`src/rtl/irq_pkg.sv`:
```
// Shared constants for the interrupt controller: FSM encoding, register map
// and the code-to-source mapping.
package irq_pkg;

    localparam int MAX_SRC = 7;
    localparam int GIE_BIT = 7;

    localparam logic [1:0] ST_IDLE   = 2'd0;
    localparam logic [1:0] ST_INJECT = 2'd1;
    localparam logic [1:0] ST_INSERV = 2'd2;

    localparam logic [1:0] REG_CTRL = 2'd0;
    localparam logic [1:0] REG_PEND = 2'd1;
    localparam logic [1:0] REG_STAT = 2'd2;

    typedef logic [2:0] irq_code_t;

    // Code 0 means "no interrupt", so source k is presented as k+1.
    function automatic irq_code_t idx_to_code(input logic [2:0] idx);
        return idx + 3'd1;
    endfunction

endpackage

```
`src/rtl/irq_sync_edge.sv`:
```
// Single-bit request synchroniser followed by a rising-edge detector.
// edge_o is high for one cycle per synchronised 0->1 transition.
module irq_sync_edge
    import irq_pkg::*;
#(
    parameter int SYNC_STAGES = 2
) (
    input  logic clk,
    input  logic reset,
    input  logic req_i,
    output logic edge_o
);

    logic [SYNC_STAGES-1:0] sync_q;
    logic                   prev_q;

    always_ff @(posedge clk) begin
        if (reset) begin
            sync_q <= '0;
            prev_q <= 1'b0;
        end else begin
            sync_q <= {sync_q[SYNC_STAGES-2:0], req_i};
            prev_q <= sync_q[SYNC_STAGES-1];
        end
    end

    assign edge_o = sync_q[SYNC_STAGES-1] & ~prev_q;

endmodule

```
`src/rtl/irq_ctrl.sv`:
```
// Prioritised interrupt controller: latches edge requests, injects one code
// into the core for a single cycle and holds off until return-from-interrupt.
//
// state      | meaning
// IDLE       | waiting for an eligible request and cpu_ready
// INJECT     | int_code nonzero for exactly this cycle
// IN_SERVICE | handler running; waits for ret_int, no nesting
module irq_ctrl
    import irq_pkg::*;
#(
    parameter int NSRC        = 7,
    parameter int SYNC_STAGES = 2
) (
    input  logic            clk,
    input  logic            reset,
    input  logic [NSRC-1:0] irq_req_i,
    input  logic            cpu_ready_i,
    input  logic            ret_int_i,
    output logic [2:0]      int_code_o,
    output logic            int_active_o,
    input  logic            cfg_we_i,
    input  logic [1:0]      cfg_addr_i,
    input  logic [7:0]      cfg_wdata_i,
    output logic [7:0]      cfg_rdata_o
);

    logic [1:0]      state_q, state_d;
    irq_code_t       code_q, code_d;
    irq_code_t       svc_q, svc_d;
    logic [NSRC-1:0] pend_q, pend_d;
    logic [NSRC-1:0] en_q, en_d;
    logic            gie_q, gie_d;

    logic [NSRC-1:0] edge_det;
    logic [NSRC-1:0] eligible;
    logic [NSRC-1:0] win_onehot;
    logic [2:0]      win_idx;
    logic            win_found;
    logic            inject;
    logic [NSRC-1:0] inj_clr;
    logic [NSRC-1:0] sw_clr;

    for (genvar g = 0; g < NSRC; g++) begin : g_sync
        irq_sync_edge #(
            .SYNC_STAGES(SYNC_STAGES)
        ) u_sync_edge (
            .clk   (clk),
            .reset (reset),
            .req_i (irq_req_i[g]),
            .edge_o(edge_det[g])
        );
    end

    assign eligible = gie_q ? (pend_q & en_q) : '0;

    // Scan from the top down so the lowest set index is the one left standing.
    always_comb begin
        win_found  = 1'b0;
        win_idx    = 3'd0;
        win_onehot = '0;
        for (int i = NSRC - 1; i >= 0; i--) begin
            if (eligible[i]) begin
                win_found     = 1'b1;
                win_idx       = 3'(i);
                win_onehot    = '0;
                win_onehot[i] = 1'b1;
            end
        end
    end

    assign inject  = (state_q == ST_IDLE) && win_found && cpu_ready_i;
    assign inj_clr = inject ? win_onehot : '0;
    assign sw_clr  = (cfg_we_i && cfg_addr_i == REG_PEND) ? cfg_wdata_i[NSRC-1:0] : '0;

    // A fresh edge wins over any clear landing on the same bit.
    assign pend_d = (pend_q & ~inj_clr & ~sw_clr) | edge_det;

    always_comb begin
        gie_d = gie_q;
        en_d  = en_q;
        if (cfg_we_i && cfg_addr_i == REG_CTRL) begin
            gie_d = cfg_wdata_i[GIE_BIT];
            en_d  = cfg_wdata_i[NSRC-1:0];
        end
    end

    always_comb begin
        state_d = state_q;
        code_d  = 3'd0;
        svc_d   = svc_q;
        case (state_q)
            ST_IDLE: begin
                if (inject) begin
                    state_d = ST_INJECT;
                    code_d  = idx_to_code(win_idx);
                end
            end
            ST_INJECT: begin
                state_d = ST_INSERV;
                svc_d   = code_q;
            end
            ST_INSERV: begin
                if (ret_int_i) begin
                    state_d = ST_IDLE;
                    svc_d   = 3'd0;
                end
            end
            default: begin
                state_d = ST_IDLE;
                svc_d   = 3'd0;
            end
        endcase
    end

    always_ff @(posedge clk) begin
        if (reset) begin
            state_q <= ST_IDLE;
            code_q  <= 3'd0;
            svc_q   <= 3'd0;
            pend_q  <= '0;
            en_q    <= '0;
            gie_q   <= 1'b0;
        end else begin
            state_q <= state_d;
            code_q  <= code_d;
            svc_q   <= svc_d;
            pend_q  <= pend_d;
            en_q    <= en_d;
            gie_q   <= gie_d;
        end
    end

    assign int_code_o   = code_q;
    assign int_active_o = (state_q == ST_INSERV);

    always_comb begin
        cfg_rdata_o = 8'h00;
        case (cfg_addr_i)
            REG_CTRL: begin
                cfg_rdata_o[GIE_BIT] = gie_q;
                for (int i = 0; i < NSRC; i++) cfg_rdata_o[i] = en_q[i];
            end
            REG_PEND: begin
                for (int i = 0; i < NSRC; i++) cfg_rdata_o[i] = pend_q[i];
            end
            REG_STAT: begin
                cfg_rdata_o[2:0] = svc_q;
                cfg_rdata_o[4:3] = state_q;
            end
            default: cfg_rdata_o = 8'h00;
        endcase
    end

endmodule

```
`config.mk`:
```
export PLATFORM = sky130hd
export DESIGN_NAME = irq_ctrl
export DESIGN_NICKNAME = d
export VERILOG_FILES = /design/src/rtl/irq_pkg.sv /design/src/rtl/irq_sync_edge.sv /design/src/rtl/irq_ctrl.sv
export SDC_FILE = /design/constraint.sdc
export NUM_CORES = 1
export LEC_CHECK = 0
export BUFFER_PORTS_ARGS = -buffer_cell sky130_fd_sc_hd__buf_2
export CORE_MARGIN = 4
export CORE_UTILIZATION = 33
export CTS_CLUSTER_DIAMETER = 150
export DETAILED_ROUTE_END_ITERATION = 12
export GPL_TIMING_DRIVEN = 0
export HOLD_SLACK_MARGIN = 0.02
export PLACE_DENSITY = 0.63
export SYNTH_ARGS = -nofsm -noshare
export SYNTH_HDL_FRONTEND = slang
export SYNTH_HIERARCHICAL = 1
export SYNTH_SLANG_ARGS = --single-unit
```
`constraint.sdc`:
```
create_clock -name clk -period 1.8 [get_ports clk]
set_clock_uncertainty 0.1 [all_clocks]
set_input_delay 0.09 -clock clk [delete_from_list [all_inputs] [get_ports clk]]
set_output_delay 0.09 -clock clk [all_outputs]
set_load 0.02 [all_outputs]
```
==> flow_summary.json <==
{
  "outcome": "completed",
  "timing.critical_path.from_type": "flip-flop",
  "setup_viol": 0,
  "grt-ovfl-total": 0,
  "yosys.area_share.xor_xnor_pct": 0,
  "tns_ns": 0,
  "critPathMaxStageDelay_ns": 0.37,
  "synth_edf_count": 0,
  "synth_warnings": 6,
  "synth_compound_gate_area_share_pct": 10.5,
  "drcViolationCount": 0,
  "worstPathMaxFanout": 4,
  "synthDominantAreaCellType": "dfxtp_1",
  "cts.reportedPaths.clkPinSlew_ns": 0.08,
  "synthDominantCellAreaShare_pct": 47.3,
  "min_period_ns": 1.74,
  "insertion_delay_ns": 0.29,
  "synthesis.area_sq_um": 1860,
  "post-route-util_pct": 45.1,
  "place.gp.congestion": 0.856,
  "timing.slew.headroom_pct": 63.4,
  "netlist-cell-type-count": 36,
  "cts_tree": "built",
  "drive_gt1_share_pct": 28.7,
  "synth_seq_cells": 44,
  "synth_top_family_by_area": "simple AND/OR/NAND/NOR gates",
  "timing.critical_path.required_ns": 1.91,
  "drt-vias-per-instance": 4.60,
  "adder_cell_area_share_of_the_yosys_netlist_pct": 0.672,
  "design.final.nets": 284,
  "post_synthesis_cells": 199,
  "clock_sink_count": 44,
  "power_switching_share_pct": 20.4,
  "drt_wl_total_microns": 3920,
  "vdd_ir_drop_max_mv": 0.648,
  "site_row_count": 27,
  "avgSynthCellArea_sq_um": 9.36,
  "grt_antenna_before_repair": 0,
  "post-route-period-util_pct": 96.6,
  "pre_cts_ws_ns": -0.149,
  "min_path_type": "input pin to flip-flop",
  "grt_util_overall_pct": 11.7,
  "die_height_microns": 83.1,
  "final.setup.worst_slack_ns": 0.0614,
  "postSynth.asyncResetShare_pct": 0,
  "initial_core_utilization_pct": 33.8,
  "combPwrFrac_pct": 8.5,
  "finalPower_uw": 2060,
  "drtPass1Iterations": 4,
  "cap_viol_max_count": 0,
  "syn2layout_area_growth_pct": 33.4,
  "synthesized_area_fraction_occupied_by_and_or_nand_nor_cells_pct": 28.5,
  "seq_power_share_pct": 49.8,
  "grt_start_max_net_pins": 25,
  "rsz0062_at_grt": "true",
  "cp_cell_sequence": "nand2_2 -> a32o_1 -> a22oi_2 -> nor2_1 -> ha_2 -> or3_1 -> a211oi_2",
  "syn_nets": 222,
  "cellInternalPower_uw": 1640,
  "dp_hpwl_microns": 2710,
  "critical_path_arrival_ns": 1.85,
  "num_vias": 1532,
  "finalHoldWorstSlack_ns": 0.0578,
  "timing.rr.start": "pend_q[2]$_SDFF_PP0_",
  "power.static_leakage_uw": 0.00102,
  "final_antenna_net_count": 0,
  "grt_first_pass_wirelength_microns": 6590,
  "width_of_the_die_microns": 83.1,
  "synth.cells.most_frequent": "dfxtp_1, nor2b_1, nand2_1",
  "clk_root_buffer_cell": "clkbuf_8",
  "final-max-slew-violation-count": 0,
  "cts_buffers": 5,
  "powerDensity_nw_per_um2": 831,
  "max-clock-path-buffers": 2,
  "p_switching_uw": 421,
  "placeableCoreArea_sq_um": 5510,
  "most_used_flip_flop_cell_after_synthesis": "dfxtp_1",
  "placement.io_buffers": 33,
  "count_leader_synth": "dfxtp_1",
  "num_antenna_cells": 0,
  "route.detailed.wl_per_inst_microns": 11.8,
  "ys_top_cells_by_area": "dfxtp_1, mux2i_1, nor2b_1",
  "synth_mux_area_share_pct": 10.2,
  "number_of_global_route_vias_before_repair": 1466,
  "sequential_fraction_of_the_synthesis_area_pct": 47.3,
  "path_class": "flip-flop to flip-flop",
  "crit_slowest_cell": "dfxtp_4",
  "ios": 34,
  "critical_path.startpoint": "pend_q[2]$_SDFF_PP0_",
  "fmax_mhz": 575,
  "hold_path_startpoint": "cpu_ready_i",
  "detailedRoute.firstIterationViolations": 107,
  "clock_power_share_pct": 41.7,
  "end_kind": "flip-flop",
  "final-hold-violation-count": 0,
  "cts-htree-levels": 2,
  "fp.dieArea_sq_um": 6910,
  "worst_slew_pin_slew_ns": 0.549
}
==> layout by cell type (no fill, tap or decap), types with 5 or more instances in the layout <==
cell / count
a21oi_1: 11
buf_2: 38
buf_4: 7
clkbuf_8: 5
dfxtp_1: 40
dlygate4sd3_1: 15
mux2i_1: 19
nand2_1: 22
nor2_1: 20
nor2b_1: 24
nor2b_2: 7
o21ai_1: 5
==> final timing paths <==
check                                               endpoint  slack [ns]  cells past startpoint
setup / recovery                    int_code_o[2]$_SDFF_PP0_        0.06                      7
hold / removal                      int_code_o[2]$_SDFF_PP0_        0.06                      3
setup reg to reg                    int_code_o[2]$_SDFF_PP0_        0.06                      7
hold reg to reg   g_sync[6].u_sync_edge/sync_q[1]$_SDFF_PP0_        0.34                      1
==> layer usage <==
layer,up-vias,global-route usage (%),wire (microns)
met5,-,0,0
met4,0,4.61,69
met3,7,3.37,198
li1,804,-,-
met2,35,17.1,1640
met1,686,16.2,2010
==> cells by family after synthesis <==
| kind of cell | after synthesis |
|---|---|
| AO/OA/AOI/OAI | 29 |
| adder cells (fa/ha/maj) | 1 |
| buffers and inverters | 10 |
| flip-flops | 44 |
| multiplexers | 19 |
| AND/OR/NAND/NOR | 96 |
==> what timing repair did <==
item                                    4_1_cts  5_1_grt
setup buffers                                 6        1
endpoints found under the setup margin        1        3
pin swaps                                     5        4
hold buffers                                 15        0
gates resized for setup                      10        1
endpoints found under the hold margin        15        0
==> worst max-delay path: cells and delay by family (launching register included) <==
kind	cells	cell delay (ns)
AOI/OAI and AO/OA	3	0.57
and+or+nand+nor	3	0.45
DFF	1	0.37
adders and majority gates	1	0.17
==> area by class of cell <==
cell class,instances,area (sq um)
multi-input cells,145,956
clock inverters,2,60.1
fillers,546,3020
well taps,72,90.1
repair buffers,55,368
plain buffers,9,47.5
clock buffers,5,68.8
inverters,1,3.75
flip-flops and latches,44,891
==> power groups by stage <==
stage / logic (uW) / registers, uW / clock network [uW]
6_report: 176 / 1030 / 861
5_1_grt: 196 / 1030 / 917
4_1_cts: 177 / 1030 / 883
3_5_place_dp: 143 / 1050 / 0
3_3_place_gp: 141 / 1050 / 0
2_1_floorplan: 89.0 / 1040 / 0
==> per-stage QoR <==
stage / area (sq um) / cells
after floorplan: 1870 / 199
after global placement: 2120 / 304
after detailed placement: 2120 / 304
after CTS: 2470 / 332
after global routing: 2480 / 333
final: 2480 / 333
==> registers in the layout, indices dropped and copies added (netlist names) <==
name,count
state_q,2
g_sync.u_sync_edge/prev_q,7
gie_q,1
svc_q,3
g_sync.u_sync_edge/sync_q,14
en_q,7
int_code_o,3
pend_q,7
(Power assumes the default switching activity.)
